`src/rtl/cpu_alu_pkg.sv`:
```
// Shared definitions for the CPU ALU datapath blocks: sequencer state encoding,
// result flag bundle and a constant-function clog2 for sizing counters.
package cpu_alu_pkg;

    typedef enum logic [1:0] {
        IDLE = 2'd0,
        RUN  = 2'd1,
        DONE = 2'd2
    } state_e;

    typedef struct packed {
        logic c_out;
        logic ovf;
        logic zero;
        logic p_word;
        logic g_word;
    } flags_t;

    // Ceiling log2; clog2(1) = 0, so callers clamp widths to at least 1.
    function automatic int clog2(input int value);
        int result;
        int v;
        result = 0;
        v      = value - 1;
        while (v > 0) begin
            result = result + 1;
            v      = v >> 1;
        end
        return result;
    endfunction

endpackage

```
`src/rtl/cla_chunk.sv`:
```
// One CHUNK-bit carry-lookahead group: sum, carry out, group propagate/generate
// and the carry into the group MSB (used for signed overflow on the top chunk).
module cla_chunk #(
    parameter int CHUNK = 4
) (
    input  logic [CHUNK-1:0] a,
    input  logic [CHUNK-1:0] b,
    input  logic             cin,
    output logic [CHUNK-1:0] sum,
    output logic             cout,
    output logic             pc,
    output logic             gc,
    output logic             c_msb
);

    logic [CHUNK-1:0] p;
    logic [CHUNK-1:0] g;
    logic [CHUNK:0]   c;
    logic             gen;

    assign p = a ^ b;
    assign g = a & b;

    // Unrolled at elaboration into flat lookahead terms; gen is the carry
    // the group would produce with cin forced to 0.
    always_comb begin
        c    = '0;
        c[0] = cin;
        gen  = 1'b0;
        for (int i = 0; i < CHUNK; i++) begin
            c[i+1] = g[i] | (p[i] & c[i]);
            gen    = g[i] | (p[i] & gen);
        end
    end

    assign sum   = p ^ c[CHUNK-1:0];
    assign cout  = c[CHUNK];
    assign pc    = &p;
    assign gc    = gen;
    assign c_msb = c[CHUNK-1];

endmodule

```
`src/rtl/cla_adder_seq.sv`:
```
// Multi-cycle carry-lookahead adder/subtractor: one CHUNK-bit group per clock,
// group carry chained through a register, valid/ready on both sides.
module cla_adder_seq
    import cpu_alu_pkg::*;
#(
    parameter int WIDTH = 16,
    parameter int CHUNK = 4
) (
    input  logic             clk,
    input  logic             rst,
    input  logic             in_valid,
    output logic             in_ready,
    input  logic [WIDTH-1:0] in1,
    input  logic [WIDTH-1:0] in2,
    input  logic             c_in,
    input  logic             sub,
    output logic             out_valid,
    input  logic             out_ready,
    output logic [WIDTH-1:0] out,
    output logic             c_out,
    output logic             ovf,
    output logic             zero,
    output logic             P$,
    output logic             G$
);

    localparam int N   = WIDTH / CHUNK;
    localparam int K_W = (clog2(N) > 0) ? clog2(N) : 1;
    localparam logic [K_W-1:0]   K_LAST     = K_W'(N - 1);
    localparam logic [WIDTH-1:0] CHUNK_MASK = WIDTH'({CHUNK{1'b1}});

    if ((CHUNK < 1) || (CHUNK > 8) || ((WIDTH % CHUNK) != 0)) begin : g_param_check
        $error("cla_adder_seq: CHUNK must be 1..8 and divide WIDTH");
    end

    state_e           state_q,     state_d;
    logic [WIDTH-1:0] a_q,         a_d;
    logic [WIDTH-1:0] b_q,         b_d;
    logic             carry_q,     carry_d;
    logic [K_W-1:0]   k_q,         k_d;
    logic [WIDTH-1:0] sum_q,       sum_d;
    logic             pacc_q,      pacc_d;
    logic             gacc_q,      gacc_d;
    logic             in_ready_q,  in_ready_d;
    logic             out_valid_q, out_valid_d;
    logic [WIDTH-1:0] out_q,       out_d;
    flags_t           flags_q,     flags_d;

    logic [31:0]      shamt;
    logic [CHUNK-1:0] ch_a;
    logic [CHUNK-1:0] ch_b;
    logic [CHUNK-1:0] ch_sum;
    logic             ch_cout;
    logic             ch_pc;
    logic             ch_gc;
    logic             ch_c_msb;

    // Chunk mux: select group k of the latched operands for the shared CLA slice.
    assign shamt = 32'(k_q) * 32'(CHUNK);
    assign ch_a  = CHUNK'(a_q >> shamt);
    assign ch_b  = CHUNK'(b_q >> shamt);

    cla_chunk #(
        .CHUNK (CHUNK)
    ) u_chunk (
        .a     (ch_a),
        .b     (ch_b),
        .cin   (carry_q),
        .sum   (ch_sum),
        .cout  (ch_cout),
        .pc    (ch_pc),
        .gc    (ch_gc),
        .c_msb (ch_c_msb)
    );

    always_comb begin
        // NOTE: every variable gets its hold value first so no path leaves it
        // unassigned; a missing default here would infer a latch.
        state_d     = state_q;
        a_d         = a_q;
        b_d         = b_q;
        carry_d     = carry_q;
        k_d         = k_q;
        sum_d       = sum_q;
        pacc_d      = pacc_q;
        gacc_d      = gacc_q;
        in_ready_d  = in_ready_q;
        out_valid_d = out_valid_q;
        out_d       = out_q;
        flags_d     = flags_q;

        case (state_q)
            IDLE: begin
                if (in_valid) begin
                    a_d        = in1;
                    b_d        = sub ? ~in2 : in2;
                    carry_d    = sub | c_in;
                    k_d        = '0;
                    sum_d      = '0;
                    pacc_d     = 1'b1;
                    gacc_d     = 1'b0;
                    in_ready_d = 1'b0;
                    state_d    = RUN;
                end
            end

            RUN: begin
                sum_d   = (sum_q & ~(CHUNK_MASK << shamt)) | (WIDTH'(ch_sum) << shamt);
                carry_d = ch_cout;
                pacc_d  = pacc_q & ch_pc;
                gacc_d  = ch_gc | (ch_pc & gacc_q);
                k_d     = k_q + 1'b1;
                if (k_q == K_LAST) begin
                    out_d          = sum_d;
                    flags_d.c_out  = ch_cout;
                    flags_d.ovf    = ch_c_msb ^ ch_cout;
                    flags_d.zero   = (sum_d == '0);
                    flags_d.p_word = pacc_d;
                    flags_d.g_word = gacc_d;
                    out_valid_d    = 1'b1;
                    state_d        = DONE;
                end
            end

            DONE: begin
                // Result registers are left as-is; consumers qualify with out_valid.
                if (out_ready) begin
                    out_valid_d = 1'b0;
                    in_ready_d  = 1'b1;
                    state_d     = IDLE;
                end
            end

            default: begin
                state_d = IDLE;
            end
        endcase
    end

    always_ff @(posedge clk) begin
        // NOTE: non-blocking assignments so every flop samples pre-edge values,
        // independent of statement order.
        if (rst) begin
            state_q     <= IDLE;
            a_q         <= '0;
            b_q         <= '0;
            carry_q     <= 1'b0;
            k_q         <= '0;
            sum_q       <= '0;
            pacc_q      <= 1'b0;
            gacc_q      <= 1'b0;
            in_ready_q  <= 1'b1;
            out_valid_q <= 1'b0;
            out_q       <= '0;
            flags_q     <= '0;
        end else begin
            state_q     <= state_d;
            a_q         <= a_d;
            b_q         <= b_d;
            carry_q     <= carry_d;
            k_q         <= k_d;
            sum_q       <= sum_d;
            pacc_q      <= pacc_d;
            gacc_q      <= gacc_d;
            in_ready_q  <= in_ready_d;
            out_valid_q <= out_valid_d;
            out_q       <= out_d;
            flags_q     <= flags_d;
        end
    end

    assign in_ready  = in_ready_q;
    assign out_valid = out_valid_q;
    assign out       = out_q;
    assign c_out     = flags_q.c_out;
    assign ovf       = flags_q.ovf;
    assign zero      = flags_q.zero;
    assign P$        = flags_q.p_word;
    assign G$        = flags_q.g_word;

endmodule

```
`config.mk`:
```
export PLATFORM = sky130hd
export DESIGN_NAME = cla_adder_seq
export DESIGN_NICKNAME = d
export VERILOG_FILES = /design/src/rtl/cpu_alu_pkg.sv /design/src/rtl/cla_chunk.sv /design/src/rtl/cla_adder_seq.sv
export SDC_FILE = /design/constraint.sdc
export NUM_CORES = 1
export LEC_CHECK = 0
export CAP_MARGIN = 20
export CORE_MARGIN = 5
export CORE_UTILIZATION = 54
export CTS_BUF_LIST = sky130_fd_sc_hd__clkbuf_8
export CTS_CLUSTER_DIAMETER = 40
export DETAILED_ROUTE_END_ITERATION = 10
export PLACE_DENSITY = 0.8
export SLEW_MARGIN = 15
export SYNTH_ARGS = -nofsm -noshare
export SYNTH_HDL_FRONTEND = slang
export SYNTH_SLANG_ARGS = --single-unit
export TNS_END_PERCENT = 10
```
`constraint.sdc`:
```
create_clock -name clk -period 4.46 [get_ports clk]
set_clock_uncertainty 0.05 [all_clocks]
set_input_delay 0.892 -clock clk [delete_from_list [all_inputs] [get_ports clk]]
set_output_delay 0.892 -clock clk [all_outputs]
set_load 0.005 [all_outputs]
```
==> impl_metrics.env, run 1 <==
export IMPL_fill_cells=531
export IMPL_peakVddDrop_v=0.0002254
export IMPL_grt_pass1_vias=2859
export IMPL_final_cell_mix="dfxtp_1, nor2_1, clkdlybuf4s50_1, nand2_1, a21oi_1"
export IMPL_reg2reg_slack_ps=910
export IMPL_design_core_area_um2=6277
export IMPL_timing_rr_start="k_q[1]"
export IMPL_synthCells=391
export IMPL_drv_cap=0
export IMPL_synth_cell_types=37
export IMPL_dp_hpwl_um=5366
export IMPL_min_period_ps=3551
export IMPL_clk_pin_slew_ps=80
export IMPL_cts_resized=0
export IMPL_outcome="finished, final reports clean"
export IMPL_hold_end="a_q[12]"
export IMPL_grt_busiest_layer="met2"
export IMPL_worstPathRequired_ps=4690
export IMPL_min_delay_start="a_q[12]"
export IMPL_cts_setup_buffers=0
export IMPL_worstSetupStartpointType="flop"
export IMPL_hold_path_class="reg2reg"
export IMPL_layout_nets=488
export IMPL_pre_cts_slack_ps=923.2
export IMPL_cts_hold_buf=0
export IMPL_grt_start_max_net_pins=48
export IMPL_routed_via_density=5.437
export IMPL_use_met2_pct=32.13
export IMPL_row_count=29
export IMPL_ios=61
export IMPL_drive_above_1_share_pct=7.223
export IMPL_cts_root_buf="clkbuf_8"
export IMPL_synth_nets=441
export IMPL_cts_sinks=76
export IMPL_io_buffers=60
export IMPL_die_x_um=89.72
export IMPL_period_share_pct=79.62
export IMPL_grt_usage_pct=18.65
export IMPL_synth_area_leader_cell="dfxtp_1"
export IMPL_ant_nets=0
export IMPL_routedWlPerCell_um=14.01
export IMPL_antenna_found_initial=0
export IMPL_synth_area_leaders="dfxtp_1, nor2_1, mux4_2, a211oi_1, nand2_1"
export IMPL_cp_end_kind="flop"
export IMPL_clk_latency_ps=350
export IMPL_worst_slew_pin_slew_ps=842.8
export IMPL_rsz0062_at_grt="false"
export IMPL_met1_usage_pct=21.91
export IMPL_synth_area_um2=3432
export IMPL_grt_util_met3_pct=3.756
export IMPL_drc=0
export IMPL_cts_inserted_buffers=9
export IMPL_final_setup_viol_count=0
export IMPL_final_common_cell="dfxtp_1"
export IMPL_max_freq_ghz=0.2816
export IMPL_syn2layout_area_growth_pct=23.99
export IMPL_place_gp_congestion=0.8840
export IMPL_yosysSeqAreaShare_pct=44.33
export IMPL_antenna_cells=0
export IMPL_seq_area_um2=1521
export IMPL_die_h_um=89.72
export IMPL_yosys_area_top_type_share_pct=44.33
export IMPL_cp_max_fo=16
export IMPL_initial_core_util_pct=54.67
export IMPL_synth_area_per_cell_um2=8.778
export IMPL_hold_worst_slack_ps=408.8
export IMPL_ys_ff_latch=76
export IMPL_drv_slew=0
export IMPL_hold_violations=0
export IMPL_arrival_ps=3780
export IMPL_r2r_end="zero"
export IMPL_max_slew_margin_pct=43.63
export IMPL_tns_ps=0
export IMPL_power_leakage_nw=1.528
export IMPL_cts_tree="done"
export IMPL_dr_pass1_iters=4
export IMPL_htree_levels=3
export IMPL_totalWireLength_um=7284
export IMPL_critPathKind="reg2reg"
export IMPL_drt_iter0_markers=165
export IMPL_rr_worst_depth=10
export IMPL_finalWorstSetupSlack_ps=908.9
export IMPL_clock_path_buffers=2
export IMPL_multi_input_area_um2=1709
export IMPL_p_per_area_nw_per_um2=366.5
export IMPL_grt_pass1_wl_um=12700
export IMPL_yosysWarnings=0
export IMPL_holdPathStages=2
export IMPL_die_area_um2=8050
export IMPL_route_vias_total=2827
export IMPL_grt_overflow=0
==> cells by family after synthesis <==
group	count (synthesis)	share of synthesized area (%)
fa+ha+maj	12	5.250
buf+inv	48	6.088
compound gates	90	17.24
xor+xnor	17	4.338
mux	8	5.250
simple gates	140	17.50
flops	76	44.33
==> layer usage <==
layer  wire (um)  share of wire, %
met2        3641                50
met3         440               6.0
met5           0                 0
met4         170               2.3
met1        3031                42
==> layout make-up <==
class	count	area share, %
Timing Repair Buffer	64	14.70
Clock inverter	5	1.794
Inverter	20	1.764
Tap cell	77	2.264
Multi-Input combinational cell	267	40.16
Sequential cell	76	35.75
Clock buffer	11	3.558
==> worst max-delay path by stage <==
stage / startpoint / endpoint / slack [ps] / depth (start not counted)
3_3_place_gp: k_q[1] / zero / 1060 / 10
3_5_place_dp: k_q[1] / zero / 920 / 10
4_1_cts: k_q[1] / zero / 890 / 10
2_1_floorplan: k_q[1] / zero / 1170 / 11
5_1_grt: k_q[1] / zero / 620 / 10
6_report: k_q[1] / zero / 910 / 10
==> Yosys cell counts, drive strengths merged <==
| cell type | number |
|---|---|
| buf | 15 |
| nand2 | 43 |
| fa | 4 |
| a21oi | 32 |
| xnor2 | 17 |
| nor3 | 11 |
| a221o | 1 |
| a22oi | 12 |
| nor4 | 3 |
| inv | 20 |
| nor2 | 68 |
| mux4 | 8 |
| dfxtp | 76 |
| and2 | 1 |
| o21ai | 3 |
| o22ai | 6 |
| nor2b | 2 |
| o2bb2ai | 4 |
| or3 | 1 |
| a21o | 2 |
| ha | 8 |
| a211oi | 23 |
| a31oi | 1 |
| o21bai | 2 |
| clkbuf | 13 |
| nand4 | 1 |
| and4 | 2 |
| nand3 | 2 |
| or2 | 2 |
| nand2b | 4 |
| a2bb2oi | 4 |
==> worst max-delay path, cell delays in order, from the launching register on <==
cell	delay, ps
dfxtp_1	680
mux4_2	360
fa_1	180
inv_1	50
fa_1	400
fa_1	440
fa_1	600
a2bb2oi_1	270
and4_1	210
nand4_1	90
a21oi_1	140
==> state kept, by name (all words and copies together) (netlist names) <==
register / cells
out_valid: 1
c_out: 1
k_q: 2
state_q: 2
b_q: 16
out: 16
gacc_q: 1
a_q: 16
sum_q: 14
pacc_q: 1
in_ready: 1
zero: 1
G$: 1
P$: 1
ovf: 1
carry_q: 1
==> where the power goes <==
| group | internal [mW] | switching, mW |
|---|---|---|
| sequential | 0.709 | 0.0211 |
| clock | 0.343 | 0.247 |
| combinational | 0.114 | 0.126 |
| total | 1.17 | 0.394 |
==> stage by stage <==
step           util [%]  total power [mW]  cell area, um^2  instances
2_1_floorplan         -            0.9058             3432        391
3_3_place_gp      64.16            0.9802             4028        504
3_5_place_dp      64.16            0.9852             4028        504
4_1_cts           67.79             1.565             4255        520
5_1_grt           67.79             1.624             4255        520
6_report          67.79             1.560             4255        520
No activity file was read; power rests on OpenSTA's default activity.
==> run 2: changes to the inputs <==
--- a/config.mk
+++ b/config.mk
@@ -7,11 +7,11 @@
 export LEC_CHECK = 0
 export CAP_MARGIN = 20
 export CORE_MARGIN = 5
-export CORE_UTILIZATION = 54
+export CORE_UTILIZATION = 49
 export CTS_BUF_LIST = sky130_fd_sc_hd__clkbuf_8
 export CTS_CLUSTER_DIAMETER = 40
 export DETAILED_ROUTE_END_ITERATION = 10
-export PLACE_DENSITY = 0.8
+export PLACE_DENSITY = 0.76
 export SLEW_MARGIN = 15
 export SYNTH_ARGS = -nofsm -noshare
 export SYNTH_HDL_FRONTEND = slang
==> constraint.sdc (replaced) <==
create_clock -name clk -period 3.1 [get_ports clk]
set_clock_uncertainty 0.05 [all_clocks]
set_input_delay 0.62 -clock clk [delete_from_list [all_inputs] [get_ports clk]]
set_output_delay 0.62 -clock clk [all_outputs]
set_load 0.005 [all_outputs]
==> run 2 against run 1 <==
Against the previous run:
- power grew 35%
- non-clock buffer count rose by 13
- largest power group unchanged
- sequential share of layout area decreased by 0.58 points
- cell count increased by 5.8%
- critical path depth is the same
- via count up 0.18%
- core utilization down 3.9 points
==> impl_metrics.env, run 2 (same netlist as run 1, synthesis figures left out) <==
export IMPL_outcome="finished, final reports clean"
export IMPL_worstSetupStartpointType="flop"
export IMPL_drv_slew=0
export IMPL_dr_pass1_iters=4
export IMPL_rsz0062_at_grt="true"
export IMPL_reg2reg_slack_ps=50
export IMPL_peakVddDrop_v=0.0002181
export IMPL_finish_instance_area_um2=4339
export IMPL_cp_max_fo=6
export IMPL_die_h_um=93.69
export IMPL_final_common_cell="dfxtp_1"
export IMPL_drc=0
export IMPL_design_core_area_um2=6794
export IMPL_cts_hold_buf=0
export IMPL_ios=61
export IMPL_route_vias_total=2832
export IMPL_grt_start_max_net_pins=41
export IMPL_path_common_cell="fa_2"
export IMPL_pwr_share_seq_pct=49.8
export IMPL_critPathTopFamily="adder cells"
export IMPL_critical_path_buf_inv_count=2
export IMPL_htree_levels=3
export IMPL_row_count=30
export IMPL_arrival_ps=3280
export IMPL_p_comb_share_pct=17.6
export IMPL_die_area_um2=8778
export IMPL_cts_sinks=76
export IMPL_cts_setup_buffers=0
export IMPL_die_x_um=93.69
export IMPL_hold_path_class="reg2reg"
export IMPL_final_setup_viol_count=0
export IMPL_layout_nets=501
export IMPL_worstPathRequired_ps=3330
export IMPL_fin_util_pct=63.87
export IMPL_grt_usage_pct=17.75
export IMPL_routedWlPerCell_um=13.25
export IMPL_hold_end="out[15]"
export IMPL_clk_latency_ps=340
export IMPL_r2r_end="zero"
export IMPL_final_cell_mix="dfxtp_1, nor2_1, clkdlybuf4s50_1, nand2_1, a21oi_1"
export IMPL_placed_cells=536
export IMPL_stdcell_count=550
export IMPL_critPathKind="reg2reg"
export IMPL_drt_iter0_markers=130
export IMPL_switching_power_mw=0.5470
export IMPL_power_leakage_nw=1.573
export IMPL_clock_path_buffers=2
export IMPL_timing_rr_start="k_q[0]"
export IMPL_place_area_um2=4158
export IMPL_hold_violations=0
export IMPL_cp_cell_sequence="buf_4 > mux4_2 > inv_2 > fa_2 > fa_2 > fa_2 > a2bb2oi_2 > and4_1 > nand4_1 > a21oi_1"
export IMPL_finalPower_mw=2.105
export IMPL_max_freq_ghz=0.3276
export IMPL_min_period_ps=3052
export IMPL_antenna_cells=0
export IMPL_grt_pass1_vias=2743
export IMPL_max_slew_margin_pct=46.49
export IMPL_cts_tree="done"
export IMPL_syn2layout_area_growth_pct=26.43
export IMPL_routed_via_density=5.149
export IMPL_cts_root_buf="clkbuf_8"
export IMPL_io_buffers=60
export IMPL_ant_nets=0
export IMPL_worst_slew_pin_slew_ps=802.6
export IMPL_drv_cap=0
export IMPL_antenna_found_initial=0
export IMPL_totalWireLength_um=7290
export IMPL_fill_cells=583
export IMPL_cts_inserted_buffers=9
export IMPL_tns_ps=0
export IMPL_grt_pass1_wl_um=12540
export IMPL_internal_power_mw=1.558
export IMPL_netSwitchingFraction_pct=25.99
export IMPL_place_gp_congestion=0.8276
export IMPL_dp_hpwl_um=5415
export IMPL_initial_core_util_pct=50.52
export IMPL_min_delay_start="out[15]"
export IMPL_slowest_stage="fa_2"
export IMPL_p_per_area_nw_per_um2=485.1
export IMPL_grt_overflow=0
export IMPL_slowest_delay_ps=620
export IMPL_rr_worst_depth=10
export IMPL_clk_pin_slew_ps=70
export IMPL_drive_above_1_share_pct=11.01
export IMPL_cp_end_kind="flop"
export IMPL_period_share_pct=98.45
export IMPL_holdPathStages=2
export IMPL_power_frac_clock_pct=32.6
[run 2: worst max path at each step]
stage / start / to / slack [ps] / depth (start not counted)
2_1_floorplan: k_q[0] / zero / 4 / 11
3_3_place_gp: k_q[0] / zero / 40 / 10
3_5_place_dp: k_q[0] / zero / -40 / 10
4_1_cts: k_q[0] / zero / 30 / 10
5_1_grt: k_q[0] / out[7] / -110 / 10
6_report: k_q[0] / zero / 50 / 10
[run 2: per-layer routing]
layer | global-route usage (%) | vias up | part of all wire [%]
li1 | - | 1464 | -
met1 | 22.58 | 1288 | 44
met4 | 5.415 | 0 | 1.4
met5 | 0 | - | 0
met3 | 4.808 | 8 | 5.5
met2 | 29.33 | 72 | 49
[run 2: area by class of cell]
type | count | area (um^2) | share of cell area (%)
multi-input cells | 267 | 1723 | 39.71
flip-flops and latches | 76 | 1526 | 35.18
repair buffers | 77 | 723.2 | 16.67
clock buffers | 9 | 123.9 | 2.855
well taps | 96 | 120.1 | 2.768
inverters | 20 | 75.07 | 1.730
clock inverters | 5 | 47.55 | 1.096
[run 2: repair_timing]
item | 4_1_cts | 5_1_grt
hold endpoints to repair | 0 | 0
pin swaps | 1 | 3
endpoints found under the setup margin | 3 | 6
resized for setup | 2 | 4
[run 2: stage by stage]
stage	hold WS [ps]	setup WS (ps)
2_1_floorplan	383.1	4.393
3_3_place_gp	391.8	41.92
3_5_place_dp	401.3	-37.72
4_1_cts	411.0	25.79
5_1_grt	433.7	-112.1
6_report	410.8	47.93
[run 2: worst reg2reg max path: cells and delay by family, from the launching register on]
family	cells	cell delay [ps]
DFF	1	370
AOI/OAI and AO/OA	2	310
adders and majority gates	3	1400
muxes	1	350
and+or+nand+nor	2	310
buffers and inverters	2	200
[run 2: power groups by stage]
| stage | logic, mW | registers [mW] | clock network, mW |
|---|---|---|---|
| floorplan | 0.246 | 1.06 | 0 |
| global placement | 0.363 | 1.07 | 0 |
| detailed placement | 0.369 | 1.07 | 0 |
| CTS | 0.372 | 1.05 | 0.697 |
| global route | 0.413 | 1.05 | 0.750 |
| finish | 0.371 | 1.05 | 0.687 |
==> run 3: changes to the inputs <==
--- a/config.mk
+++ b/config.mk
@@ -6,7 +6,7 @@
 export NUM_CORES = 1
 export LEC_CHECK = 0
 export CAP_MARGIN = 20
-export CORE_MARGIN = 5
+export CORE_MARGIN = 2
 export CORE_UTILIZATION = 49
 export CTS_BUF_LIST = sky130_fd_sc_hd__clkbuf_8
 export CTS_CLUSTER_DIAMETER = 40
==> run 3 against run 2 <==
Against the previous run:
- register-to-register slack barely moved
- routed wire length rose by 4.8%
- highest routed layer unchanged
- largest power group unchanged
- first-iteration DRC count rose by 9.2%
==> impl_metrics.env, run 3 (same netlist as run 1, synthesis figures left out) <==
export IMPL_outcome="finished, final reports clean"
export IMPL_use_met2_pct=37.05
export IMPL_row_count=30
export IMPL_worstSetupStartpointType="flop"
export IMPL_cts_root_buf="clkbuf_8"
export IMPL_slowest_delay_ps=620
export IMPL_clk_latency_ps=340
export IMPL_arrival_ps=3280
export IMPL_finalPower_mw=2.123
export IMPL_drv_slew=0
export IMPL_grt_util_met3_pct=4.524
export IMPL_p_comb_share_pct=18.2
export IMPL_grt_start_max_net_pins=41
export IMPL_min_period_ps=3051
export IMPL_r2r_end="zero"
export IMPL_internal_power_mw=1.557
export IMPL_peakVddDrop_v=0.0002330
export IMPL_switching_power_mw=0.5657
export IMPL_critPathKind="reg2reg"
export IMPL_worst_path_stages=10
export IMPL_reg2reg_slack_ps=50
export IMPL_cts_inserted_buffers=9
export IMPL_grt_usage_pct=21.17
export IMPL_antenna_found_initial=0
export IMPL_ios=61
export IMPL_place_gp_congestion=0.8520
export IMPL_cts_tree="done"
export IMPL_cp_max_fo=6
export IMPL_max_freq_ghz=0.3277
export IMPL_power_frac_clock_pct=32.4
export IMPL_initial_core_util_pct=50.52
export IMPL_grt_pass1_vias=2781
export IMPL_dp_hpwl_um=5448
export IMPL_die_x_um=87.69
export IMPL_worstPathRequired_ps=3330
export IMPL_cp_cell_sequence="mux4_2 > fa_1 > inv_1 > fa_2 > fa_2 > fa_2 > a2bb2oi_2 > and4_1 > nand4_1 > a21oi_1"
export IMPL_syn2layout_area_growth_pct=27.85
export IMPL_hold_path_class="reg2reg"
export IMPL_power_leakage_nw=1.599
export IMPL_hold_violations=0
export IMPL_clk_pin_slew_ps=80
export IMPL_clock_path_buffers=2
export IMPL_drv_cap=0
export IMPL_design_core_area_um2=6794
export IMPL_totalWireLength_um=7639
export IMPL_die_area_um2=7690
export IMPL_drc=0
export IMPL_path_common_cell="fa_2"
export IMPL_pwr_share_seq_pct=49.4
export IMPL_rsz0062_at_grt="true"
export IMPL_period_share_pct=98.43
export IMPL_layout_nets=503
export IMPL_netSwitchingFraction_pct=26.65
export IMPL_placed_cells=535
export IMPL_cp_end_kind="flop"
export IMPL_final_setup_viol_count=0
export IMPL_htree_levels=3
export IMPL_final_common_cell="dfxtp_1"
export IMPL_slowest_stage="fa_2"
export IMPL_dr_pass1_iters=4
export IMPL_route_vias_total=2881
export IMPL_die_h_um=87.69
export IMPL_rr_worst_depth=10
export IMPL_p_per_area_nw_per_um2=483.8
export IMPL_met1_usage_pct=25.35
export IMPL_grt_busiest_layer="met2"
export IMPL_critical_path_buf_inv_count=1
export IMPL_drt_iter0_markers=142
export IMPL_ant_nets=0
export IMPL_max_slew_margin_pct=44.89
export IMPL_grt_overflow=0
export IMPL_timing_rr_start="k_q[0]"
export IMPL_io_buffers=60
export IMPL_grt_pass1_wl_um=12630
export IMPL_critPathTopFamily="adder cells"
export IMPL_worst_slew_pin_slew_ps=826.7
export IMPL_final_cell_mix="dfxtp_1, nor2_1, clkdlybuf4s50_1, nand2_1, a21oi_1"
export IMPL_routed_via_density=5.200
export IMPL_stdcell_count=554
export IMPL_drive_above_1_share_pct=11.79
export IMPL_routedWlPerCell_um=13.79
export IMPL_crit_start="k_q[0]"
export IMPL_antenna_cells=0
export IMPL_critPathCapture="zero"
export IMPL_cts_sinks=76
## run 3: cell count changes in the layout (fill, tap and decap cells not counted), sizes merged
cell | before | now
clkinv | 2 | 1
clkbuf | 9 | 12
bufinv | 1 | 0
inv | 22 | 23
buf | 18 | 20
## run 3: cell type report
cell class,instances,area (um^2)
fill,596,2406
sequential,76,1526
clock inverter,4,16.27
timing repair buffer,79,750.7
inverter,20,75.07
multi-input combinational,267,1734
clock buffer,12,165.2
tap,96,120.1
## run 3: metal layers
layer	wire (um)	vias up	part of all wire [%]
met5	0	-	0
met4	123	0	1.6
met3	320	9	4.2
met2	3914	70	51
met1	3280	1339	43
li1	-	1463	-
## run 3: worst min-delay path by stage
stage,start,cells after the start,slack (ps),end
after CTS,out[12],2,410,out[12]
after global routing,a_q[4],2,440,a_q[4]
after floorplan,a_q[10],2,380,a_q[10]
after detailed placement,out[12],2,400,out[12]
after global placement,a_q[15],2,390,a_q[15]
final,out[12],2,410,out[12]
## run 3: power by group through the flow
stage	clock [mW]	combinational (mW)	sequential, mW
after global routing	0.734	0.429	1.05
final	0.688	0.387	1.05
after floorplan	0	0.246	1.06
after CTS	0.693	0.377	1.05
after global placement	0	0.368	1.07
after detailed placement	0	0.374	1.07
## run 3: what timing repair did
item                                    CTS  global route
setup buffers                             0             3
endpoints found under the setup margin    3             4
gates resized for setup                   2             5
hold buffers                              0             0
pin swaps                                 0             4
## run 3: metrics by stage
stage	util (%)	setup WS, ps	TNS, ps	hold WS, ps	cell area [um^2]
detailed placement	61.27	-64.76	-150.0	398.3	4163
global route	64.59	-141.5	-182.0	437.6	4388
finish	64.59	48.52	0	406.6	4388
floorplan	-	4.393	0	383.1	3442
CTS	64.00	29.87	0	408.2	4348
global placement	61.27	22.36	0	392.7	4163
## run 3: worst min-delay path, delay by kind of cell (launching register included)
family	cells	cell delay (ps)
flops	1	310
compound gates	1	50
simple gates	1	50
